### config.mk
export PLATFORM = sky130hd
export DESIGN_NAME = pwm_peripheral
export DESIGN_NICKNAME = d
export VERILOG_FILES = /design/src/rtl/pwm_pkg.sv /design/src/rtl/pwm_timebase.sv /design/src/rtl/pwm_peripheral.sv
export SDC_FILE = /design/constraint.sdc
export NUM_CORES = 1
export LEC_CHECK = 0
export ABC_CLOCK_PERIOD_IN_PS = 2200
export CORE_ASPECT_RATIO = 0.6
export CORE_MARGIN = 5
export CORE_UTILIZATION = 45
export CTS_BUF_LIST = sky130_fd_sc_hd__clkbuf_8
export DETAILED_ROUTE_END_ITERATION = 16
export HOLD_SLACK_MARGIN = 0.02
export PLACE_DENSITY = 0.87
export SLEW_MARGIN = 5
export SYNTH_ARGS = -nofsm -noshare
export SYNTH_HDL_FRONTEND = slang
export SYNTH_SLANG_ARGS = --single-unit
### constraint.sdc
create_clock -name clk -period 2.2 [get_ports clk]
set_clock_uncertainty 0.1 [all_clocks]
set_input_delay 0.22 -clock clk [delete_from_list [all_inputs] [get_ports clk]]
set_output_delay 0.22 -clock clk [all_outputs]
set_load 0.01 [all_outputs]
### src/rtl/pwm_pkg.sv
// Shared constants and types for the PWM output block and its timebase.
package pwm_pkg;

    localparam int PWM_RES          = 8;
    localparam int NUM_CH           = 16;
    localparam int PWM_PERIOD_STEPS = 256;

    typedef logic [PWM_RES-1:0] duty_t;

    localparam duty_t DUTY_FULL  = 8'hFF;
    localparam duty_t COUNT_LAST = duty_t'(PWM_PERIOD_STEPS - 1);

    // Prescaler needs at least one bit even when it never leaves zero.
    function automatic int presc_width(input int div);
        return (div > 1) ? $clog2(div) : 1;
    endfunction

endpackage

### src/rtl/pwm_timebase.sv
// Prescaled 8-bit PWM counter; emits the step tick and the end-of-period wrap.
module pwm_timebase
    import pwm_pkg::*;
#(
    parameter int CLK_DIV = 13
) (
    input  logic        clk,
    input  logic        rst_n,
    output logic        tick,
    output logic [7:0]  pwm_count,
    output logic        wrap
);

    localparam int                PW         = presc_width(CLK_DIV);
    localparam logic [PW-1:0]     PRESC_LAST = PW'(CLK_DIV - 1);

    logic [PW-1:0] prescaler;

    assign tick = (prescaler == PRESC_LAST);
    assign wrap = tick && (pwm_count == COUNT_LAST);

    always_ff @(posedge clk or negedge rst_n) begin
        if (!rst_n) begin
            prescaler <= '0;
            pwm_count <= '0;
        end else begin
            prescaler <= tick ? '0 : prescaler + 1'b1;
            if (tick)
                pwm_count <= pwm_count + 1'b1;
        end
    end

endmodule

### src/rtl/pwm_peripheral.sv
// 16-channel PWM output stage driven by the SPI configuration registers.
// Define PWM_SYNC_UPDATE_EN to latch duty changes only at period boundaries.
module pwm_peripheral
    import pwm_pkg::*;
#(
    parameter int CLK_DIV = 13
) (
    input  logic        clk,
    input  logic        rst_n,
    input  logic [7:0]  en_reg_out_7_0,
    input  logic [7:0]  en_reg_out_15_8,
    input  logic [7:0]  en_reg_pwm_7_0,
    input  logic [7:0]  en_reg_pwm_15_8,
    input  logic [7:0]  pwm_duty_cycle,
    output logic [15:0] out,
    output logic        period_start
);

    logic              tick_unused;
    duty_t             pwm_count;
    logic              wrap;
    duty_t             duty_active;
    logic              pwm_raw;
    logic [NUM_CH-1:0] en_out;
    logic [NUM_CH-1:0] en_pwm;

    pwm_timebase #(
        .CLK_DIV (CLK_DIV)
    ) u_timebase (
        .clk       (clk),
        .rst_n     (rst_n),
        .tick      (tick_unused),
        .pwm_count (pwm_count),
        .wrap      (wrap)
    );

    assign en_out = {en_reg_out_15_8, en_reg_out_7_0};
    assign en_pwm = {en_reg_pwm_15_8, en_reg_pwm_7_0};

    always_ff @(posedge clk or negedge rst_n) begin
        if (!rst_n) begin
            duty_active <= '0;
        end else begin
`ifdef PWM_SYNC_UPDATE_EN
            if (wrap)
                duty_active <= pwm_duty_cycle;
`else
            duty_active <= pwm_duty_cycle;
`endif
        end
    end

    // Full-scale duty is forced high so 0xFF never drops for the last step.
    always_comb begin
        pwm_raw = 1'b0;
        if (duty_active == DUTY_FULL)
            pwm_raw = 1'b1;
        else
            pwm_raw = (pwm_count < duty_active);
    end

    always_ff @(posedge clk or negedge rst_n) begin
        if (!rst_n) begin
            out          <= '0;
            period_start <= 1'b0;
        end else begin
            out          <= en_out & (~en_pwm | {NUM_CH{pwm_raw}});
            period_start <= wrap;
        end
    end

endmodule

==> results of run 1 <==
-- synthesized netlist by cell type --
cell type and count:
dfrtp_1 37, a21boi_2 10, ha_1 10, inv_1 10
a21boi_0 6, xnor2_1 5, nor2_1 4, and3_1 3
nand3_1 3, xor2_1 3, a21oi_1 2, and4_1 2
nand4_1 2, a2111oi_4 1, a21o_1 1, a41o_1 1
and4_2 1, buf_6 1, clkbuf_2 1, mux2_2 1
nand2_1 1, nand2b_4 1, o21a_1 1, o21ai_0 1
o21ai_1 1, o32ai_4 1, o41ai_1 1
-- power by group --
| group | switching (mW) | total [mW] | internal (mW) | leakage [nW] |
|---|---|---|---|---|
| combinational | 0.0530 | 0.161 | 0.108 | 0.533 |
| sequential | 0.00922 | 0.712 | 0.703 | 0.441 |
| clock | 0.232 | 0.515 | 0.283 | 0.0542 |
| total | 0.294 | 1.39 | 1.09 | 1.03 |
-- worst min path at each step --
| stage | from | endpoint | slack [ns] | cells past startpoint |
|---|---|---|---|---|
| after floorplan | rst_n | duty_active[0]$_DFF_PN0_ | -0.18 | 0 |
| after detailed placement | u_timebase.prescaler[3]$_DFF_PN0_ | u_timebase.prescaler[3]$_DFF_PN0_ | 0.38 | 1 |
| after CTS | rst_n | u_timebase.pwm_count[0]$_DFFE_PN0P_ | 0.26 | 2 |
| after global routing | pwm_duty_cycle[0] | duty_active[0]$_DFF_PN0_ | 0.26 | 1 |
| after global placement | u_timebase.prescaler[3]$_DFF_PN0_ | u_timebase.prescaler[3]$_DFF_PN0_ | 0.35 | 1 |
| final | rst_n | u_timebase.pwm_count[0]$_DFFE_PN0P_ | 0.24 | 2 |
-- routing by layer --
layer,routed length [um],GRT usage (%),share of wire [%]
met5,0,0,0
met4,59,6.09,1.7
met3,185,3.70,5.2
met2,1960,28.8,55
met1,1370,19.3,38
-- per-stage QoR --
step | power, mW | std cells | instance area, sq um | hold slack, ns | utilization (%)
after floorplan | 0.760 | 111 | 1560 | -0.176 | -
after CTS | 1.40 | 222 | 2300 | 0.255 | 69.5
after global routing | 1.44 | 222 | 2300 | 0.258 | 69.5
after detailed placement | 0.889 | 214 | 2190 | 0.385 | 66.4
final | 1.39 | 222 | 2300 | 0.236 | 69.5
after global placement | 0.882 | 214 | 2190 | 0.347 | 66.4
-- cells by family (layout without fill, tap and decap cells) --
logic type               after synthesis  after routing  share of synthesized area [%]
AO/OA/AOI/OAI                         26             26                           17.1
XOR/XNOR                               8              8                           4.49
flip-flops                            37             37                           59.4
adder cells (fa/ha/maj)               10             10                           8.03
buffers and inverters                 12             78                           3.45
multiplexers                           1              1                          0.722
AND/OR/NAND/NOR                       17             17                           6.82
-- critical path: stages, from the launching register on --
cell and delay (ns):
dfrtp_1 0.43, ha_1 0.33, a41o_1 0.24, a21oi_1 0.21, o32ai_4 0.12, buf_4 0.22, a21boi_0 0.22
-- sequential cells by signal, indices dropped and copies added, names as in the netlist --
signal and cells:
u_timebase.pwm_count 8, u_timebase.prescaler 4, period_start 1, out 16, duty_active 8
-- final cells by class --
class                   instances  area, sq um
multi-input cells              62          579
fillers                       230         1010
inverters                      10         37.5
well taps                      45         56.3
clock inverters                 1         5.00
repair buffers                 60          596
flip-flops and latches         37          926
clock buffers                   7         96.3
==> out/results.ini, run 1 <==
[synth]
yosys.cell_types.count=27
synth.avg_cell_area_sq_um=14.0
seq_area_frac_synth_pct=59.4
yosysWarnings=0
ys_ff_latch=37
syn_area_sq_um=1560
synth_nets=163
synth_top_cell_by_area=dfrtp_1
ys_top_cells_by_area=dfrtp_1 59%, ha_1 8.0%, a21boi_2 7.2%
synth_top_area_share_pct=59.4
syn_inst=111

[sta]
slew_viol_final=0
setup_viol=0
rsz0062_at_grt=false
fmax_ghz=0.510
fin_tns_setup_ns=0
fin_crit_ns=1.96
hold_viol=0
layout_setup_ws_ns=0.239
min_period_over_period_pct=89.1
relSlewSlack_pct=69.8
tightest_slew_ns=0.452

[die]
start_util_pct=47.2
rows=16
io_pins=59
die_h_um=55.6
fp.coreArea_sq_um=3300
fp.dieW_um=86.0
dieArea_sq_um=4780

[placed_design]
dp_hpwl_um=2890
io_buffer_count=58
dp_slack_ns=0.235
routabilityCongestion=0.733

[critical_path]
worstSetupStartpointType=flop
endpoint=out[3]$_DFF_PN0_
reg2reg_to=out[3]$_DFF_PN0_
crit_type=reg -> reg
required_ns=2.30
crit_arrival_ns=2.06
end_kind=flop
crit_start=u_timebase.pwm_count[5]$_DFFE_PN0P_
cp_max_fo=16
reg2regPathDepth=6
r2r_slack_ns=0.24
worstReg2RegStart=u_timebase.pwm_count[5]$_DFFE_PN0P_

[power_and_ir_drop]
power_density_nw_per_um2=605
leakagePower_nw=1.03
ir_worst_vdd_uv=336

[clocking]
cts-root-buf=clkbuf_8
insertion_delay_ns=0.29
post_cts_buffers=0
cts_tree=built
htree_levels=2
postCtsHoldBufs=0
cts_resized=0
cts-buffers-inserted=5
ctsLongestPathBuffers=2
clock_sinks=37
clk_pin_slew_ns=0.07

[detailed_routing]
drt_iter0_drc=75
viasPerCell=4.96
drcViolationCount=0
wl_um=3570
firstDrtPassIters=4
vias=1101
drt.antenna.violating_nets=0
wl_per_cell_um=16.1

[final_layout]
final_cell_mix=58 x clkdlybuf4s50_1, 37 x dfrtp_1, 10 x inv_1, 10 x a21boi_2, 10 x ha_1
drive_gt1_share_pct=14.1
areaGrowthSynthToFinish_pct=47.3
n_antenna_cell=0
nNetsFinal=228
final_common_cell=clkdlybuf4s50_1

[grt]
overflow=0
grt_pass1_wl_um=5990
grt_pass1_vias=1225
grtUsageTotal_pct=16.3
antenna_found_initial=0
grt_max_degree=38

[flow_run]
maxCapViolCount=0

[status]
status=finished, final reports clean

[min_path]
min_path_type=in -> async

No activity file was read; power rests on OpenSTA's default activity.
==> inputs of run 2 (changes only) <==
--- a/config.mk
+++ b/config.mk
@@ -7,12 +7,12 @@
 export LEC_CHECK = 0
 export ABC_CLOCK_PERIOD_IN_PS = 2200
 export CORE_ASPECT_RATIO = 0.6
-export CORE_MARGIN = 5
+export CORE_MARGIN = 2
 export CORE_UTILIZATION = 45
 export CTS_BUF_LIST = sky130_fd_sc_hd__clkbuf_8
 export DETAILED_ROUTE_END_ITERATION = 16
-export HOLD_SLACK_MARGIN = 0.02
-export PLACE_DENSITY = 0.87
+export HOLD_SLACK_MARGIN = 0.15
+export PLACE_DENSITY = 0.82
 export SLEW_MARGIN = 5
 export SYNTH_ARGS = -nofsm -noshare
 export SYNTH_HDL_FRONTEND = slang
==> run 2 against run 1 <==
- design area did not move
- setup slack improved by 0.0073 ns
- global-route usage rose by 3.7 points
- power fell by 0.52%
- maximum frequency rose by 0.37%
- clock power fell by 1%
- die area fell by 17%
- clock-buffer cell count did not move
- highest routed layer unchanged
==> out/results.ini, run 2 (synthesized netlist as in run 1, its figures left out) <==
[status]
status=finished, final reports clean  ; unchanged

[sta]
hold_viol=0  ; unchanged
fmax_ghz=0.512  ; was 0.510 GHz
rsz0062_at_grt=false  ; unchanged
relSlewSlack_pct=69.8  ; about the same
fin_crit_ns=1.95  ; was 1.96 ns
slew_viol_final=0  ; unchanged
tightest_slew_ns=0.453  ; was 0.452 ns
setup_viol=0  ; unchanged
fin_tns_setup_ns=0  ; unchanged
min_period_over_period_pct=88.8  ; was 89.1%

[final_layout]
final_cell_mix=58 x clkdlybuf4s50_1, 37 x dfrtp_1, 10 x inv_1, 10 x a21boi_2, 10 x ha_1  ; unchanged
n_antenna_cell=0  ; unchanged
largest_register_ffs=16  ; unchanged
nNetsFinal=228  ; unchanged
reg_top3=out x16, duty_active x8, u_timebase.pwm_count x8  ; unchanged
areaGrowthSynthToFinish_pct=47.3  ; unchanged
drive_gt1_share_pct=14.1  ; unchanged
final_common_cell=clkdlybuf4s50_1  ; unchanged
stdcell_area_sq_um=2300  ; unchanged
max_flop_register=out  ; unchanged

[detailed_routing]
viasPerCell=4.84  ; was 4.96
vias=1075  ; was 1,101
firstDrtPassIters=4  ; unchanged
wl_um=3330  ; was 3570 um
drt_iter0_drc=32  ; was 75
wl_per_cell_um=15.0  ; was 16.1 um
drt.antenna.violating_nets=0  ; unchanged
drcViolationCount=0  ; unchanged

[critical_path]
crit_arrival_ns=2.01  ; was 2.06 ns
worstSetupStartpointType=flop  ; unchanged
cp_max_fo=16  ; unchanged
end_kind=flop  ; unchanged
reg2regPathDepth=6  ; unchanged
crit_slowest_cell=dfrtp_1  ; unchanged
required_ns=2.26  ; was 2.30 ns
slowest_delay_ns=0.41  ; was 0.43 ns
crit_type=reg -> reg  ; unchanged
crit_chain=ha_1 -> and4_1 -> o21ai_1 -> o32ai_4 -> buf_4 -> a21boi_0  ; was ha_1 -> a41o_1 -> a21oi_1 -> o32ai_4 -> buf_4 -> a21boi_0

[placed_design]
placed_cell_area_sq_um=2190  ; unchanged
routabilityCongestion=0.751  ; was 0.733
dp_hpwl_um=2670  ; was 2890 um
io_buffer_count=58  ; unchanged

[clocking]
post_cts_buffers=0  ; unchanged
cts_resized=0  ; unchanged
clock_sinks=37  ; unchanged
ctsLongestPathBuffers=2  ; unchanged
insertion_delay_ns=0.28  ; was 0.29 ns
cts-root-buf=clkbuf_8  ; unchanged
postCtsHoldBufs=0  ; unchanged
htree_levels=2  ; unchanged
clk_pin_slew_ns=0.07  ; about the same
cts_tree=built  ; unchanged
cts-buffers-inserted=5  ; unchanged

[die]
fp.coreArea_sq_um=3280  ; was 3300 sq um
dieArea_sq_um=3970  ; was 4780 sq um
fp.dieW_um=80.0  ; was 86.0 um
die_h_um=49.6  ; was 55.6 um
rows=16  ; unchanged
io_pins=59  ; unchanged
start_util_pct=47.5  ; was 47.2%

[power_and_ir_drop]
leakagePower_nw=1.03  ; unchanged
power_density_nw_per_um2=602  ; was 605 nW/um^2
ir_worst_vdd_uv=432  ; was 336 uV

[grt]
overflow=0  ; unchanged
grt_pass1_vias=1241  ; was 1,225
grt_pass1_wl_um=5820  ; was 5990 um
antenna_found_initial=0  ; unchanged
grt_max_degree=38  ; unchanged
grtUsageTotal_pct=20.0  ; was 16.3%

[flow_run]
maxCapViolCount=0  ; unchanged

[min_path]
min_path_type=in -> async  ; unchanged

## run 2: cell counts in the layout (fill, tap and decap cells not counted)
No cell type changed its count.
## run 2: final timing paths
check	start	endpoint	slack, ns
worst max register to register	u_timebase.pwm_count[6]$_DFFE_PN0P_	out[15]$_DFF_PN0_	0.25
worst max-delay path	u_timebase.pwm_count[6]$_DFFE_PN0P_	out[15]$_DFF_PN0_	0.25
max in group asynchronous	rst_n	u_timebase.prescaler[3]$_DFF_PN0_	1.43
min in group clk	pwm_duty_cycle[3]	duty_active[3]$_DFF_PN0_	0.27
worst min register to register	u_timebase.prescaler[3]$_DFF_PN0_	u_timebase.prescaler[3]$_DFF_PN0_	0.39
worst min-delay path	rst_n	u_timebase.pwm_count[7]$_DFFE_PN0P_	0.25
## run 2: report_power, final
part           total (mW)  switching, mW  internal, mW
Clock               0.508          0.225         0.283
Combinational       0.160         0.0522         0.108
Sequential          0.713        0.00989         0.703
Total                1.38          0.287          1.09
## run 2: routing by layer
metal | track usage [%] | part of all wire, % | vias up
li1 | - | - | 514
met1 | 23.1 | 40 | 522
met2 | 34.3 | 54 | 32
met3 | 5.49 | 4.2 | 7
met4 | 9.89 | 1.8 | 0
met5 | 0 | 0 | -
## run 2: final cells by class
class                      count  area (sq um)
clock inverter                 1          5.00
tap                           45          56.3
inverter                      10          37.5
clock buffer                   7          96.3
sequential                    37           926
fill                         233           987
timing repair buffer          60           596
multi-input combinational     62           579
## run 2: per-stage QoR
stage	utilization (%)	instances	total power, mW	hold WS (ns)	worst slack, ns
floorplan	-	111	0.760	-0.176	0.423
finish	69.9	222	1.38	0.254	0.246
global placement	66.8	214	0.882	0.347	0.340
detailed placement	66.8	214	0.889	0.384	0.242
CTS	69.9	222	1.40	0.261	0.224
global route	69.9	222	1.45	0.256	0.0944
## run 2: worst max-delay path: cells and delay by family, from the launching register on
family / cells / cell delay (ns)
compound gates: 3 / 0.48
flops: 1 / 0.41
simple gates: 1 / 0.21
buf+inv: 1 / 0.28
fa+ha+maj: 1 / 0.33
